### config.mk
export PLATFORM = sky130hd
export DESIGN_NAME = run_ctrl
export DESIGN_NICKNAME = d
export VERILOG_FILES = /design/src/rtl/run_ctrl.sv
export SDC_FILE = /design/constraint.sdc
export NUM_CORES = 1
export LEC_CHECK = 0
export CAP_MARGIN = 20
export CORE_MARGIN = 2
export CORE_UTILIZATION = 56
export DETAILED_ROUTE_END_ITERATION = 16
export HOLD_SLACK_MARGIN = 0.03
export PLACE_DENSITY = 0.85
export SLEW_MARGIN = 20
export SYNTH_ARGS = -nofsm -noshare
export SYNTH_HDL_FRONTEND = slang
export SYNTH_SLANG_ARGS = --single-unit
### constraint.sdc
create_clock -name MCLK -period 3.2 [get_ports MCLK]
set_input_delay 0.96 -clock MCLK [delete_from_list [all_inputs] [get_ports MCLK]]
set_output_delay 0.96 -clock MCLK [all_outputs]
set_load 0.1 [all_outputs]
### src/rtl/run_ctrl.sv
// Reset/run sequencer for the multi-cycle core: reset hold, run with cycle budget, halt and single-step.
// Optional breakpoint/pause support is compiled in with `define BREAKPOINT_EN.
module run_ctrl #(
   parameter int RST_CYCLES = 2,
   parameter int MAX_CYCLES = 200,
   parameter int CNT_W      = 16,
   parameter int PC_W       = 32
) (
   input  logic             MCLK,
   input  logic             MRST,
   input  logic             start,
   input  logic             halt_req,
   input  logic             step_mode,
   input  logic             step,
   output logic             core_rst,
   output logic             core_en,
   output logic [CNT_W-1:0] cycle_cnt,
   output logic             done,
   output logic             timeout
`ifdef BREAKPOINT_EN
   ,
   input  logic [PC_W-1:0]  pc_in,
   input  logic [PC_W-1:0]  bp_addr,
   input  logic             bp_valid,
   output logic             bp_hit
`endif
);

   localparam int RW = (RST_CYCLES > 1) ? $clog2(RST_CYCLES) : 1;
   localparam logic [RW-1:0]    HOLD_LAST   = RW'(RST_CYCLES - 1);
   localparam logic [CNT_W-1:0] BUDGET_LAST = CNT_W'((MAX_CYCLES == 0) ? 0 : MAX_CYCLES - 1);
   localparam logic [CNT_W-1:0] CNT_SAT     = '1;

   if (RST_CYCLES < 1 || PC_W < 1) begin : g_param_check
      $error("run_ctrl: RST_CYCLES and PC_W must be at least 1");
   end

   typedef enum logic [2:0] {
      S_IDLE,
      S_HOLD,
      S_RUN,
      S_DONE
`ifdef BREAKPOINT_EN
      , S_PAUSE
`endif
   } state_t;

   state_t           state_reg, state_next;
   logic [RW-1:0]    rst_cnt_reg, rst_cnt_next;
   logic [CNT_W-1:0] cnt_reg, cnt_next;
   logic             done_reg, done_next;
   logic             timeout_reg, timeout_next;
`ifdef BREAKPOINT_EN
   logic             bp_hit_reg, bp_hit_next;
   logic             mask_reg, mask_next;
`endif
   logic             en;

   always_comb begin
      state_next   = state_reg;
      rst_cnt_next = rst_cnt_reg;
      cnt_next     = cnt_reg;
      done_next    = done_reg;
      timeout_next = timeout_reg;
`ifdef BREAKPOINT_EN
      bp_hit_next  = bp_hit_reg;
      mask_next    = mask_reg;
`endif
      en       = 1'b0;
      core_rst = 1'b0;

      case (state_reg)
         S_IDLE, S_DONE: begin
            core_rst = (state_reg == S_IDLE);
            if (start) begin
               state_next   = S_HOLD;
               rst_cnt_next = '0;
               cnt_next     = '0;
               done_next    = 1'b0;
               timeout_next = 1'b0;
`ifdef BREAKPOINT_EN
               bp_hit_next  = 1'b0;
               mask_next    = 1'b0;
`endif
            end
         end
         S_HOLD: begin
            core_rst = 1'b1;
            if (rst_cnt_reg == HOLD_LAST) state_next = S_RUN;
            else                          rst_cnt_next = rst_cnt_reg + 1'b1;
         end
         S_RUN: begin
            en = step_mode ? step : 1'b1;
            if (en && cnt_reg != CNT_SAT) cnt_next = cnt_reg + 1'b1;
            // Priority: halt, then budget, then breakpoint; the deciding cycle is always counted.
            if (halt_req) begin
               state_next = S_DONE;
               done_next  = 1'b1;
            end else if (en && MAX_CYCLES != 0 && cnt_reg == BUDGET_LAST) begin
               state_next   = S_DONE;
               done_next    = 1'b1;
               timeout_next = 1'b1;
            end
`ifdef BREAKPOINT_EN
            else if (en && bp_valid && pc_in == bp_addr && !mask_reg) begin
               state_next  = S_PAUSE;
               bp_hit_next = 1'b1;
            end
            // The mask lives until the core actually advances past the trapped PC.
            if (en) mask_next = 1'b0;
`endif
         end
`ifdef BREAKPOINT_EN
         S_PAUSE: begin
            if (start) begin
               state_next  = S_RUN;
               bp_hit_next = 1'b0;
               mask_next   = 1'b1;
            end
         end
`endif
         default: state_next = S_IDLE;
      endcase
      core_en = en;
   end

   always_ff @(posedge MCLK or posedge MRST) begin
      if (MRST) begin
         state_reg   <= S_IDLE;
         rst_cnt_reg <= '0;
         cnt_reg     <= '0;
         done_reg    <= 1'b0;
         timeout_reg <= 1'b0;
`ifdef BREAKPOINT_EN
         bp_hit_reg  <= 1'b0;
         mask_reg    <= 1'b0;
`endif
      end else begin
         state_reg   <= state_next;
         rst_cnt_reg <= rst_cnt_next;
         cnt_reg     <= cnt_next;
         done_reg    <= done_next;
         timeout_reg <= timeout_next;
`ifdef BREAKPOINT_EN
         bp_hit_reg  <= bp_hit_next;
         mask_reg    <= mask_next;
`endif
      end
   end

   assign cycle_cnt = cnt_reg;
   assign done      = done_reg;
   assign timeout   = timeout_reg;
`ifdef BREAKPOINT_EN
   assign bp_hit    = bp_hit_reg;
`endif

endmodule

=== Yosys cells after proc, flatten, opt, wreduce, memory -nomap -nowiden ===
Index checks and enable logic that the tools add are counted.

* Register bits after elaboration: 22
* Latch bits: 0
* Memory bits (writable): 0
* ROM bits: 0
* Input port bits: 6
* Output and inout bits: 20
* Logic and storage cells: 48
* Memories kept: 0

* $add $sub $neg: 2
* Multiply operators: 0
* Divide/modulo/power cells: 0
* $lt $le $gt $ge: 0
* Eq/ne operators: 11
* Shift operators: 0
* Mux-type cells: 19
* Bitwise operators: 0
* Reduce and logical (&&, ||, !) cells: 11

{| class="wikitable"
|+ Operator list
! cell !! count
|-
| $mux 16 || 2
|-
| $pmux 16 s2 || 1
|-
| $add 16x1->16 const B || 1
|-
| $eq 16x8->1 const B || 1
|-
| $ne 16x16->1 const B || 1
|-
| $mux 3 || 4
|-
| $ne 2x2->1 const B || 5
|-
| $pmux 3 s3 || 1
|-
| $reduce_and 3->1 || 3
|-
| $pmux 1 s2 || 4
|-
| $mux 1 || 7
|-
| $eq 3x2->1 const B || 2
|-
| $reduce_and 4->1 || 1
|-
| $reduce_bool 2->1 || 2
|-
| $eq 3x1->1 const B || 1
|-
| $logic_not 3->1 || 1
|-
| $ne 3x3->1 const B || 1
|-
| $logic_and 1x1->1 || 2
|-
| $reduce_and 2->1 || 1
|-
| $reduce_or 2->1 || 1
|-
| $add 1x1->1 const B || 1
|}

=== Logic depth before layout (Yosys ltp) ===
Gate-level depths: netlist of run 1.

* Depth in word-level cells: 5
* Depth in mapped cells: 8
* Mapped depth without buffers: 7

=== Worst setup path after synthesis of run 1 ===
OpenSTA, ideal clock, no wires.

* Kind: input port to output port
* Start: input step
* End: output core_en
* Arrival time: 2.484 ns
* Data required time: 2.240 ns
* Slack: -0.244 ns
* Stages: 2
* Path buffers: 0
* Cell sequence: and2b_2 -> nor2_1

* Word-level cells in the longest chain between the ends: 2

{| class="wikitable"
|+ RTL lines
! element !! RTL line !! RTL
|-
| start: declaration || 14 || <nowiki>input logic step,</nowiki>
|-
| $mux 1 || 93 || <nowiki>en = step_mode ? step : 1'b1;</nowiki>
|-
| $mux 1 || 72 || <nowiki>case (state_reg)</nowiki>
|-
| end: declaration || 16 || <nowiki>output logic core_en,</nowiki>
|}

No other way between the ends.

=== Worst setup path in the final report of run 1 ===
Ends and elaborated chain as after synthesis.

==> flow_metrics.py, run 1 <==
metrics = {
    "logic_synthesis": {
        "yosysTopAreaCell": "dfrtp_1",
        "synth_edf_count": 0,
        "avgSynthCellArea_um2": 9.32,
        "synth_fp_nets": 162,
        "synth-async-reset-ratio_pct": 100,
        "synth.most_common_cell": "dfrtp_1",
        "synth_cell_type_count": 51,
        "synth-seq-cells": 21,
        "netlist_area_mm2": 0.00141,
        "synth_top_area_share_pct": 37.3,
        "synth_cells": 151,
        "ys_warn_count": 0,
        "synth_ff_type": "dfrtp_1",
        "synth_commonest_cells": "21 x dfrtp_1, 18 x nor2_1, 12 x a31oi_1, 12 x nand2_1, 6 x a21oi_1",
        "yosys-top-cells-area": "dfrtp_1 37%, a31oi_1 5.3%, nor2_1 4.8%, ha_1 4.4%, nand2_1 3.2%",
        "yosysSeqAreaShare_pct": 37.3,
    },
    "global_route": {
        "grt_usage_pct": 24.4,
        "grt_pass1_vias": 1174,
        "antenna_found_initial": 0,
        "grt_max_degree": 22,
        "grt_pass1_wl_um": 5200,
        "overflow": 0,
    },
    "die": {
        "io_pins": 26,
        "chipHeight_um": 54.1,
        "die_w_um": 54.1,
        "core_mm2": 0.00243,
        "rows": 18,
        "die-area_mm2": 0.00293,
        "start_util_pct": 57.9,
    },
    "layout": {
        "register_area_um2": 526,
        "final_util_pct": 67.9,
        "nFillCells": 200,
        "areaGrowthSynthToFinish_pct": 17.3,
        "layout-drive-gt1-share_pct": 23.4,
        "largest_reg_flops": 16,
        "multi_input_area_um2": 820,
        "antenna_cells": 0,
        "final_nets": 187,
    },
    "detailed_routing": {
        "drt.antenna.violating_nets": 0,
        "viasPerCell": 6.34,
        "drc": 0,
        "drt-pass1-iter-count": 6,
        "wire_per_inst_um": 15.8,
        "first_iter_violations": 33,
        "wl_um": 3250,
        "num_vias": 1299,
    },
    "worst_setup_path": {
        "r2r-start": "state_reg[0]",
        "critPathKind": "primary input to output pin",
        "critPathLaunch": "step",
        "cpPeakStageDelay_ps": 450,
        "critPathSlowestCell": "clkdlybuf4s50_1",
        "startpoint_type": "primary input",
        "path_max_fanout": 5,
        "crit_path_end_kind": "output pin",
        "cp_cell_sequence": "clkdlybuf4s50_1 -> and2b_2 -> nor2_2 -> buf_12",
        "rr_worst_depth": 7,
        "r2r_setup_slack_ps": 1040,
        "r2r-end": "cycle_cnt[9]",
        "arrival_ps": 2010,
        "crit_required_ps": 2240,
    },
    "pwr": {
        "vdd_drop_max_mv": 0.782,
        "power_density_mw_per_mm2": 718,
        "leakage_nw": 0.752,
    },
    "clock_tree": {
        "clockBufferDepth": 2,
        "clock-sinks": 21,
        "clk_pin_slew_ps": 120,
        "cts-root-buf": "clkbuf_4",
        "clk_latency_ps": 320,
        "cts_tree": "yes",
        "post_cts_buffers": 0,
        "cts_resized": 0,
        "hold_buffers": 0,
        "numCtsBuffers": 3,
        "htree_levels": 1,
    },
    "placement": {
        "dpl_worst_slack_ps": 223,
        "numPortBuffers": 25,
        "gp_congestion": 0.917,
        "dp_hpwl_um": 2370,
    },
    "sta": {
        "final-hold-violation-count": 0,
        "max_freq_mhz": 337,
        "period_share_pct": 92.7,
        "setup_tns_ps": 0,
        "hold-worst-slack_ps": 547,
        "setup_violations": 0,
        "slew_headroom_pct": 45.2,
        "rsz0062_at_grt": "false",
        "fin_skew_ps": 2.76,
        "slew_viol_final": 0,
        "layout_min_cycle_time_ps": 2970,
        "worstMarginPinSlew_ps": 821,
        "fin_ws_ps": 233,
    },
    "run": {
        "max-cap-violations": 0,
    },
    "worst_hold_path": {
        "hold_path.startpoint": "rst_cnt_reg",
        "hp-class": "flip-flop to flip-flop",
        "hold_depth": 2,
        "hold_path_end": "rst_cnt_reg",
    },
    "outcome": {
        "status": "finished clean",
    },
}
==> layout by cell type (no fill, tap or decap), types with 4 or more instances in the layout <==
cell / count
dfrtp_1: 21
buf_4: 20
nor2_1: 17
nand2_1: 12
a31oi_1: 12
a21oi_1: 6
nand3_1: 5
inv_1: 5
nor4_1: 5
ha_1: 5
clkdlybuf4s50_1: 5
and3_1: 4
==> logic make-up after synthesis <==
| group | Yosys count | synth area share, % |
|---|---|---|
| AO/OA/AOI/OAI | 41 | 21.9 |
| XOR/XNOR | 2 | 1.24 |
| adder cells (fa/ha/maj) | 5 | 4.44 |
| buffers and inverters | 12 | 4.62 |
| flip-flops | 21 | 37.3 |
| multiplexers | 3 | 2.31 |
| AND/OR/NAND/NOR | 67 | 28.2 |
==> metrics by stage <==
stage | power (mW) | cell area (um2) | instances
5_1_grt | 1.25 | 1650 | 205
3_3_place_gp | 1.04 | 1630 | 201
6_report | 1.19 | 1650 | 205
3_5_place_dp | 1.06 | 1630 | 201
4_1_cts | 1.19 | 1650 | 205
2_1_floorplan | 0.920 | 1410 | 151
==> layer usage <==
metal	GRT usage [%]	wire [um]	up-vias
met1	32.1	1480	619
met4	8.33	40	0
met2	41.4	1570	44
met3	2.50	153	6
met5	0	0	-
li1	-	-	630
==> critical path: cells and delay by family <==
kind / cells / cell delay, ps
AND/OR/NAND/NOR: 2 / 410
buffers and inverters: 2 / 640
==> layout make-up <==
| class | count | area share (%) |
|---|---|---|
| multi-input combinational | 118 | 49.6 |
| sequential | 21 | 31.8 |
| timing repair buffer | 26 | 13.3 |
| tap | 30 | 2.27 |
| clock buffer | 4 | 1.59 |
| inverter | 6 | 1.36 |
==> report_power, final <==
group	internal, mW	switching (mW)
Sequential	0.304	0.0372
Clock	0.0489	0.0864
Combinational	0.208	0.501
Total	0.561	0.625
==> worst max path at each step <==
stage | end | slack, ps | cells after the start
after floorplan | core_rst | 70 | 4
after global placement | core_en | 230 | 4
after detailed placement | core_en | 220 | 4
after CTS | core_en | 220 | 4
after global routing | core_en | 200 | 4
final | core_en | 230 | 4
No activity file was read; power rests on OpenSTA's default activity.
==> run 2, diff against run 1 <==
--- a/config.mk
+++ b/config.mk
@@ -7,10 +7,10 @@
 export LEC_CHECK = 0
 export CAP_MARGIN = 20
 export CORE_MARGIN = 2
-export CORE_UTILIZATION = 56
+export CORE_UTILIZATION = 47
 export DETAILED_ROUTE_END_ITERATION = 16
 export HOLD_SLACK_MARGIN = 0.03
-export PLACE_DENSITY = 0.85
+export PLACE_DENSITY = 0.76
 export SLEW_MARGIN = 20
 export SYNTH_ARGS = -nofsm -noshare
 export SYNTH_HDL_FRONTEND = slang
==> constraint.sdc (replaced) <==
create_clock -name MCLK -period 2.6 [get_ports MCLK]
set_input_delay 0.78 -clock MCLK [delete_from_list [all_inputs] [get_ports MCLK]]
set_output_delay 0.78 -clock MCLK [all_outputs]
set_load 0.1 [all_outputs]
==> flow_metrics.py, run 2 (synthesis gave the netlist of run 1 again) <==
metrics = {
    "outcome": {
        "status": "complete, but fails checks",
        "violations": "DRC",
    },
    "clock_tree": {
        "numCtsBuffers": 3,
        "cts-root-buf": "clkbuf_4",
        "clk_latency_ps": 320,
        "post_cts_buffers": 0,
        "hold_buffers": 0,
        "clk_pin_slew_ps": 120,
        "clock-sinks": 21,
        "clockBufferDepth": 2,
        "cts_tree": "yes",
        "htree_levels": 1,
    },
    "worst_setup_path": {
        "path_depth": 4,
        "startpoint_type": "primary input",
        "critPathCapture": "core_en",
        "cpPeakStageDelay_ps": 440,
        "arrival_ps": 1720,
        "critPathLaunch": "step",
        "r2r-start": "state_reg[0]",
        "critPathKind": "primary input to output pin",
        "r2r_setup_slack_ps": 450,
        "critPathSlowestCell": "clkdlybuf4s50_1",
        "worst-path-buf-inv": 2,
        "r2r-end": "cycle_cnt[9]",
        "cp_cell_sequence": "clkdlybuf4s50_1 -> and2b_4 -> nor2_4 -> buf_12",
        "rr_worst_depth": 7,
        "crit_required_ps": 1820,
        "path_max_fanout": 4,
        "crit_path_end_kind": "output pin",
        "crit_family": "buffers and inverters",
    },
    "global_route": {
        "met2_usage_pct": 36.3,
        "grt_max_degree": 22,
        "use_met3_pct": 2.86,
        "grt_pass1_vias": 1291,
        "met1_usage_pct": 31.6,
        "grt_pass1_wl_um": 6050,
        "overflow": 0,
        "gr-max-usage-layer": "met2",
        "grt_usage_pct": 22.6,
        "antenna_found_initial": 0,
    },
    "sta": {
        "slew_headroom_pct": 65.4,
        "worstMarginPinSlew_ps": 514,
        "final-hold-violation-count": 0,
        "rsz0062_at_grt": "false",
        "setup_violations": 0,
        "fin_ws_ps": 96.0,
        "max_freq_mhz": 399,
        "layout_min_cycle_time_ps": 2500,
        "period_share_pct": 96.3,
        "slew_viol_final": 0,
        "fin_skew_ps": 7.89,
    },
    "worst_hold_path": {
        "hold_depth": 2,
        "hp-class": "flip-flop to flip-flop",
    },
    "pwr": {
        "share_comb_of_total_power_pct": 61.9,
        "power_density_mw_per_mm2": 894,
        "vdd_drop_max_mv": 0.579,
        "p_int_mw": 0.737,
        "p_clk_share_pct": 10.9,
        "p_switching_mw": 0.804,
        "leakage_nw": 0.787,
        "sw_frac_of_total_pct": 52.2,
        "seqPwrFrac_pct": 27.2,
    },
    "layout": {
        "nFillCells": 255,
        "final_cells": 212,
        "layout-drive-gt1-share_pct": 27.6,
        "register_area_um2": 526,
        "largest_reg_flops": 16,
        "antenna_cells": 0,
        "multi_input_area_um2": 831,
        "final_common_cell": "buf_4",
        "areaGrowthSynthToFinish_pct": 22.4,
        "final_area_mm2": 0.00172,
        "layout_common_cells": "25 x buf_4, 21 x dfrtp_1, 16 x nor2_1",
        "final_nets": 193,
    },
    "die": {
        "rows": 19,
        "chipHeight_um": 58.7,
        "start_util_pct": 50.2,
        "io_pins": 26,
        "core_mm2": 0.00281,
        "die-area_mm2": 0.00345,
        "die_w_um": 58.7,
    },
    "placement": {
        "post_dp_cell_area_mm2": 0.00169,
        "gp_congestion": 0.813,
        "dp_cells": 208,
        "numPortBuffers": 25,
        "dpl_worst_slack_ps": -0.0644,
        "dp_hpwl_um": 2570,
    },
    "detailed_routing": {
        "drc": 2,
        "first_iter_violations": 84,
        "viasPerCell": 6.43,
        "drt.antenna.violating_nets": 0,
        "wl_um": 3580,
        "wire_per_inst_um": 16.9,
        "drt-pass1-iter-count": 10,
        "num_vias": 1364,
    },
    "run": {
        "max-cap-violations": 0,
    },
}
-- run 2: power groups by stage --
stage | clock [mW] | sequential [mW] | combinational (mW)
finish | 0.168 | 0.420 | 0.953
CTS | 0.171 | 0.419 | 0.947
floorplan | 0 | 0.572 | 0.565
global route | 0.185 | 0.427 | 1.01
global placement | 0 | 0.422 | 0.917
detailed placement | 0 | 0.426 | 0.941
-- run 2: final cells by class --
| type | count | area share [%] |
|---|---|---|
| clock buffers | 3 | 1.31 |
| clock inverters | 1 | 0.290 |
| inverters | 6 | 1.31 |
| multi-input cells | 118 | 48.2 |
| flip-flops and latches | 21 | 30.5 |
| well taps | 31 | 2.25 |
| repair buffers | 32 | 16.1 |
-- run 2: worst register-to-register path, delay by kind of cell (launching register included) --
| family | cells | cell delay, ps |
|---|---|---|
| AND/OR/NAND/NOR | 4 | 930 |
| flip-flops | 1 | 400 |
| adder cells (fa/ha/maj) | 1 | 370 |
| AO/OA/AOI/OAI | 1 | 280 |
| buffers and inverters | 1 | 90 |
-- run 2: per-layer routing --
layer | wire length, um | part of all wire [%]
met1 | 1640 | 46
met2 | 1660 | 46
met3 | 234 | 6.5
met4 | 40 | 1.1
met5 | 0 | 0
-- run 2: how the worst min path moves through the flow --
stage,from,end,slack [ps]
after CTS,rst_cnt_reg,rst_cnt_reg,530
after floorplan,rst_cnt_reg,rst_cnt_reg,480
after global routing,rst_cnt_reg,rst_cnt_reg,550
after global placement,rst_cnt_reg,rst_cnt_reg,490
after detailed placement,rst_cnt_reg,rst_cnt_reg,510
final,rst_cnt_reg,rst_cnt_reg,530
-- run 2: stage by stage --
step	util, %	TNS [ps]	power [mW]	hold slack, ps
after floorplan	-	-18.8	1.14	481
after global placement	60.1	0	1.34	492
after detailed placement	60.1	-0.0644	1.37	509
after CTS	61.3	0	1.54	530
after global routing	61.4	0	1.63	549
final	61.4	0	1.54	534
-- run 2: what timing repair did --
item,in CTS,in global routing
endpoints found under the setup margin,1,1
pin swaps,0,0
gates resized for setup,1,2
